===== config.mk =====
export PLATFORM = sky130hd
export DESIGN_NAME = msi_bus_arbiter
export DESIGN_NICKNAME = d
export VERILOG_FILES = /design/src/rtl/msi_bus_arbiter.sv
export SDC_FILE = /design/constraint.sdc
export NUM_CORES = 1
export LEC_CHECK = 0
export CORE_UTILIZATION = 35
export DETAILED_ROUTE_END_ITERATION = 8
export PLACE_DENSITY = 0.68
export SLEW_MARGIN = 5
export SYNTH_ARGS = -nofsm -noshare
export SYNTH_HDL_FRONTEND = slang
export SYNTH_SLANG_ARGS = --single-unit

===== constraint.sdc =====
create_clock -name clk_i -period 2 [get_ports clk_i]
set_input_delay 0.4 -clock clk_i [delete_from_list [all_inputs] [get_ports clk_i]]
set_output_delay 0.4 -clock clk_i [all_outputs]
set_load 0.03 [all_outputs]

===== src/rtl/msi_bus_arbiter.sv =====
// Snooping-bus controller for the MSI cache array: round-robin grant,
// broadcast, snoop-ack collection, optional Flush cycle and completion pulse.
module msi_bus_arbiter #(
  parameter int NUM_CACHES = 4,
  parameter int ADDR_W     = 2,
  parameter int TIMEOUT    = 8
) (
  input  logic                          clk_i,
  input  logic                          rst_i,
  input  logic [NUM_CACHES-1:0]         req_i,
  input  logic [2*NUM_CACHES-1:0]       req_msg_i,
  input  logic [ADDR_W*NUM_CACHES-1:0]  req_addr_i,
  input  logic [NUM_CACHES-1:0]         snoop_ack_i,
  input  logic [NUM_CACHES-1:0]         flush_i,
  output logic [NUM_CACHES-1:0]         gnt_o,
  output logic [NUM_CACHES-1:0]         done_o,
  output logic                          bus_valid_o,
  output logic [1:0]                    bus_msg_o,
  output logic [ADDR_W-1:0]             bus_addr_o,
  output logic [$clog2(NUM_CACHES)-1:0] bus_src_o,
  output logic                          err_o
);

  localparam int N  = NUM_CACHES;
  localparam int IW = $clog2(NUM_CACHES);
  localparam int CW = $clog2(TIMEOUT);
  localparam logic [IW:0] NL = (IW+1)'(NUM_CACHES);

  typedef enum logic [2:0] {
    IDLE, GRANT, SNOOP, FLUSH, DONE
  } state_t;

  state_t state, state_nx;

  logic [IW-1:0]     ptr, owner, flusher;
  logic [IW-1:0]     pick, fl_pick;
  logic [1:0]        msg, pick_msg;
  logic [ADDR_W-1:0] addr, pick_addr;
  logic [N-1:0]      ack_seen, flush_seen;
  logic [N-1:0]      own_oh, fl;
  logic [CW-1:0]     cnt;
  logic [IW:0]       ptr_nx;
  logic              multi, timed_out;
  logic              any_req, ack_all, any_flush;
  logic              fl_multi, cnt_last;

  // Lowest requester overall, overridden by the lowest at/after the pointer.
  always_comb begin
    pick = '0;
    for (int i = N-1; i >= 0; i--) begin
      if (req_i[i]) pick = IW'(i);
    end
    for (int i = N-1; i >= 0; i--) begin
      if (req_i[i] && IW'(i) >= ptr) pick = IW'(i);
    end
    any_req = |req_i;
  end

  always_comb begin
    pick_msg  = '0;
    pick_addr = '0;
    own_oh    = '0;
    for (int k = 0; k < N; k++) begin
      if (pick == IW'(k)) begin
        pick_msg  = req_msg_i[2*k +: 2];
        pick_addr = req_addr_i[ADDR_W*k +: ADDR_W];
      end
      own_oh[k] = (owner == IW'(k));
    end
  end

  always_comb begin
    fl      = (flush_seen | flush_i) & ~own_oh;
    fl_pick = '0;
    for (int k = N-1; k >= 0; k--) begin
      if (fl[k]) fl_pick = IW'(k);
    end
    any_flush = |fl;
    fl_multi  = |(fl & (fl - N'(1)));
    ack_all   = &(ack_seen | snoop_ack_i | own_oh);
    cnt_last  = (cnt == CW'(TIMEOUT-1));
    ptr_nx    = {1'b0, owner} + (IW+1)'(1);
    if (ptr_nx == NL) ptr_nx = '0;
  end

  always_comb begin
    state_nx = state;
    unique case (state)
      IDLE:    if (any_req) state_nx = GRANT;
      GRANT:   state_nx = (msg == 2'b11) ? DONE : SNOOP;
      SNOOP: begin
        if (ack_all)       state_nx = any_flush ? FLUSH : DONE;
        else if (cnt_last) state_nx = DONE;
      end
      FLUSH:   state_nx = DONE;
      DONE:    state_nx = IDLE;
      default: state_nx = IDLE;
    endcase
  end

  always_ff @(posedge clk_i or negedge rst_i) begin
    if (!rst_i) begin
      state      <= IDLE;
      ptr        <= '0;
      owner      <= '0;
      msg        <= '0;
      addr       <= '0;
      ack_seen   <= '0;
      flush_seen <= '0;
      cnt        <= '0;
      flusher    <= '0;
      multi      <= 1'b0;
      timed_out  <= 1'b0;
    end else begin
      state <= state_nx;
      if (state == IDLE) begin
        owner     <= pick;
        msg       <= pick_msg;
        addr      <= pick_addr;
        timed_out <= 1'b0;
      end
      if (state == IDLE || state == DONE) begin
        ack_seen   <= '0;
        flush_seen <= '0;
      end else begin
        ack_seen   <= ack_seen | (snoop_ack_i & ~own_oh);
        flush_seen <= flush_seen | (flush_i & ~own_oh);
      end
      if (state == SNOOP) begin
        cnt       <= cnt + CW'(1);
        flusher   <= fl_pick;
        multi     <= fl_multi;
        timed_out <= !ack_all && cnt_last;
      end else begin
        cnt <= '0;
      end
      if (state == DONE) ptr <= ptr_nx[IW-1:0];
    end
  end

  always_comb begin
    gnt_o       = '0;
    done_o      = '0;
    bus_valid_o = 1'b0;
    bus_msg_o   = '0;
    bus_addr_o  = '0;
    bus_src_o   = '0;
    err_o       = 1'b0;
    unique case (state)
      GRANT: begin
        gnt_o       = own_oh;
        bus_valid_o = 1'b1;
        bus_msg_o   = msg;
        bus_addr_o  = addr;
        bus_src_o   = owner;
      end
      SNOOP: gnt_o = own_oh;
      FLUSH: begin
        gnt_o       = own_oh;
        bus_valid_o = 1'b1;
        bus_msg_o   = 2'b11;
        bus_addr_o  = addr;
        bus_src_o   = flusher;
        err_o       = multi;
      end
      DONE: begin
        gnt_o  = own_oh;
        done_o = own_oh;
        err_o  = timed_out;
      end
      default: ;
    endcase
  end

endmodule


==> results of run 1 <==
==> routing by layer <==
layer | wire, um | track usage | share of wire | vias to the layer above
met5 | 0 | 0 | 0 | -
met4 | 14 | 0.02667 | 0.0035 | 0
met3 | 183 | 0.03846 | 0.046 | 2
met2 | 1879 | 0.2991 | 0.47 | 35
met1 | 1916 | 0.2285 | 0.48 | 710
li1 | - | - | - | 784
==> cell type report <==
class / count / area share
multi-input combinational: 150 / 0.4109
tap: 52 / 0.02887
clock buffer: 4 / 0.02443
timing repair buffer: 58 / 0.2277
inverter: 11 / 0.01832
sequential: 26 / 0.2898
==> per-stage QoR <==
step,utilization,cells
2_1_floorplan,-,193
3_3_place_gp,0.4930,297
3_5_place_dp,0.4930,297
4_1_cts,0.5042,301
5_1_grt,0.5070,301
6_report,0.5070,301
==> flip-flops by register name (all words and copies together), names as in the netlist, 2 cells and up <==
register	count
state	3
flusher	2
cnt	3
ptr	2
addr	2
flush_seen	4
owner	2
ack_seen	4
msg	2
==> critical path: cells and delay by family, from the launching register on <==
| kind | cells | cell delay [ns] |
|---|---|---|
| XOR/XNOR | 1 | 0.28 |
| buffers and inverters | 2 | 0.34 |
| flip-flops | 1 | 0.39 |
| AND/OR/NAND/NOR | 1 | 0.20 |
==> cells in the mapped netlist, drive strengths merged (4+ instances only) <==
library cell,instances
dfrtp,26
nor3,6
o22ai,6
ha,6
a21oi,17
o21ai,10
inv,11
a31oi,4
and2,8
nand3,4
nand2,23
nor2,29
buf,6
nand2b,8
==> worst paths after layout <==
path	slack, ns	cells past startpoint	from	end
worst max-delay path	0.12	4	state[2]$_DFFE_PN0P_	gnt_o[2]
worst min-delay path	0.44	1	cnt[0]$_DFF_PN0_	cnt[0]$_DFF_PN0_
worst max register to register	0.16	7	owner[0]$_DFFE_PN0P_	state[0]$_DFFE_PN0P_
worst min register to register	0.44	1	cnt[0]$_DFF_PN0_	cnt[0]$_DFF_PN0_
max in group asynchronous	1.24	2	rst_i	state[1]$_DFFE_PN0P_
min in group asynchronous	0.49	2	rst_i	addr[1]$_DFFE_PN0P_
==> where the power goes <==
group	switching (uW)	leakage (uW)	internal, uW
Sequential	208	0.000327	740
Combinational	1010	0.000677	720
Clock	169	0.0000288	176
Total	1390	0.00103	1640
==> cells in the final DEF, fill, tap and decap left out, drive strengths merged, types with 6 or more instances in the layout <==
cell type      count
nor2              29
dfrtp             26
and2               8
nand2             23
ha                 6
o22ai              6
inv               11
a21oi             17
buf               25
nor3               6
clkdlybuf4s50     29
nand2b             8
o21ai             10
==> cells by family after synthesis <==
| logic type | Yosys count | share of synthesized area |
|---|---|---|
| adders and majority gates | 6 | 0.04535 |
| and+or+nand+nor | 89 | 0.2759 |
| xor gates and xnor gates | 1 | 0.005292 |
| muxes | 3 | 0.01890 |
| AOI/OAI and AO/OA | 51 | 0.2079 |
| DFF | 26 | 0.3930 |
| buffers and inverters | 17 | 0.05366 |
==> repair_timing <==
action | in CTS | in global routing
pin swaps | 0 | 0
setup buffers | 0 | 0
setup endpoints to repair | 4 | 9
resized for setup | 4 | 5
==> impl_metrics.prom, run 1 <==
# TYPE chip_impl_metric gauge
chip_impl_info{name="result_of_the_run",value="finished with violations"} 1
chip_impl_info{name="violations_in_the_final_reports",value="design-rule violations"} 1
chip_impl_metric{name="cts.reportedPaths.clkPinSlew",unit="ns"} 0.09
chip_impl_metric{name="grt_antenna_before_repair",unit=""} 0
chip_impl_metric{name="min_period",unit="ns"} 1.880
chip_impl_metric{name="area_growth_synth_to_finish",unit="%"} 36.13
chip_impl_metric{name="cts_htree_levels",unit=""} 1
chip_impl_info{name="timing.critical_path.cells",value="buf_4, xnor2_1, and2_1, buf_4"} 1
chip_impl_metric{name="post-route-cell-area",unit="sq um"} 2253
chip_impl_metric{name="finalWeightedCongestion",unit=""} 0.7783
chip_impl_metric{name="tritoncts_buffers",unit=""} 3
chip_impl_metric{name="first_pass_grt_wire_length",unit="um"} 7003
chip_impl_metric{name="max-slew-margin-rel",unit=""} 0.6081
chip_impl_metric{name="die_h",unit="um"} 70.77
chip_impl_metric{name="syn-instance-count",unit=""} 193
chip_impl_metric{name="holdBufCountCts",unit=""} 0
chip_impl_metric{name="io-pin-count",unit=""} 46
chip_impl_info{name="rsz0062_at_grt",value="false"} 1
chip_impl_metric{name="initial_drc_count",unit=""} 59
chip_impl_metric{name="post_dp_cell_area",unit="sq um"} 2191
chip_impl_metric{name="detailedPlacementHpwl",unit="um"} 3083
chip_impl_info{name="synth_area_leaders",value="dfrtp_1 (39%), nor2_1 (6.3%), a21oi_1 (5.1%), nand2_1 (5.0%), ha_1 (4.5%)"} 1
chip_impl_metric{name="die_x",unit="um"} 70.77
chip_impl_metric{name="power.leakage",unit="uW"} 0.001033
chip_impl_metric{name="io_buffers",unit=""} 45
chip_impl_metric{name="max_cap_violations",unit=""} 0
chip_impl_metric{name="numClockSinks",unit=""} 26
chip_impl_metric{name="number_of_global_route_vias_before_repair",unit=""} 1506
chip_impl_metric{name="multi_input_gate_area",unit="sq um"} 925.9
chip_impl_info{name="endpoint_kind",value="output port"} 1
chip_impl_info{name="synth_flop_type",value="dfrtp_1"} 1
chip_impl_metric{name="synthDominantCellAreaShare",unit=""} 0.3930
chip_impl_metric{name="number_of_hold_violations_in_the_final_report",unit=""} 0
chip_impl_metric{name="synthesis.area_per_instance",unit="sq um"} 8.577
chip_impl_metric{name="worst_ir_drop_vdd",unit="V"} 0.0008251
chip_impl_metric{name="finalSetupViolations",unit=""} 0
chip_impl_info{name="slowest_stage",value="dfrtp_1"} 1
chip_impl_metric{name="synth.ff_latch_count",unit=""} 26
chip_impl_metric{name="final-seq-area",unit="sq um"} 653.1
chip_impl_info{name="critPathMostFrequentCell",value="buf_4"} 1
chip_impl_info{name="cts_tree",value="done"} 1
chip_impl_metric{name="synth_nets",unit=""} 229
chip_impl_metric{name="antenna_left",unit=""} 0
chip_impl_metric{name="rows",unit=""} 24
chip_impl_info{name="cts_root_buffer",value="clkbuf_8"} 1
chip_impl_info{name="worst-setup-path-type",value="flip-flop to output port"} 1
chip_impl_metric{name="track_usage",unit=""} 0.1736
chip_impl_metric{name="dieArea",unit="sq um"} 5008
chip_impl_metric{name="drc",unit=""} 6
chip_impl_metric{name="fin_hold_ws",unit="ns"} 0.4378
chip_impl_metric{name="critPathMaxStageDelay",unit="ns"} 0.39
chip_impl_metric{name="dr_total_vias",unit=""} 1531
chip_impl_metric{name="wl",unit="um"} 3994
chip_impl_metric{name="pin_count_of_the_biggest_net_entering_global_routing",unit=""} 27
chip_impl_info{name="setup.worst_path.start_class",value="flip-flop"} 1
chip_impl_metric{name="cts_max_path_buffers",unit=""} 2
chip_impl_metric{name="grt_overflow_total",unit=""} 0
chip_impl_metric{name="maxClockFrequency",unit="MHz"} 532.0
chip_impl_info{name="timing.hold.worst.class",value="flip-flop to flip-flop"} 1
chip_impl_info{name="biggest_area_consumer_among_synthesized_cells",value="dfrtp_1"} 1
chip_impl_metric{name="worst-endpoint-required",unit="ns"} 1.60
chip_impl_metric{name="n_fill_cell",unit=""} 421
chip_impl_metric{name="synth_area",unit="sq um"} 1655
chip_impl_metric{name="asyncSetResetFlopFracSynth",unit=""} 1.000
chip_impl_metric{name="drt_pass1_iterations",unit=""} 6
chip_impl_metric{name="pre_cts_slack",unit="ns"} 0.04419
chip_impl_metric{name="final.setup.tns",unit="ns"} 0
chip_impl_metric{name="synth.lib_cells_used.distinct",unit=""} 40
chip_impl_metric{name="clock_latency",unit="ns"} 0.27
chip_impl_metric{name="worst_slew_pin_slew",unit="ns"} 0.5787
chip_impl_metric{name="drive_above_1_share",unit=""} 0.1928
chip_impl_metric{name="num-nets-final",unit=""} 286
chip_impl_metric{name="timing.critical_path.fanout_max",unit=""} 6
chip_impl_metric{name="drv_slew",unit=""} 0
chip_impl_metric{name="synth_enable_flop_cells",unit=""} 0
chip_impl_metric{name="final_critical_path_setup_slack",unit="ns"} 0.1204
chip_impl_metric{name="clock_tree_skew_after_final_layout",unit="ns"} 0.003032
chip_impl_metric{name="cp_data_arrival_time",unit="ns"} 1.48
chip_impl_metric{name="share_of_the_yosys_chip_area_belonging_to_registers",unit=""} 0.3930
chip_impl_metric{name="antenna_cells_inserted",unit=""} 0
chip_impl_metric{name="total_power_of_the_final_layout",unit="uW"} 3023
chip_impl_metric{name="detail_route.wl_per_cell",unit="um"} 13.27
chip_impl_metric{name="drt-vias-per-instance",unit=""} 5.086
chip_impl_metric{name="floorplan.core_area",unit="sq um"} 4444
chip_impl_metric{name="yosys_warnings",unit=""} 0
chip_impl_metric{name="initial_core_util",unit=""} 0.3725
chip_impl_metric{name="final_min_period_over_clock_period",unit=""} 0.9398
chip_impl_metric{name="power-per-cell-area",unit="nW/um^2"} 1341
No activity file was read; power rests on OpenSTA's default activity.
==> run 2: changes to the inputs <==
- GPL_ROUTABILITY_DRIVEN: unset -> 0
==> results of run 2 <==
The final DEF is identical to that of run 1; final timing and power are the same.
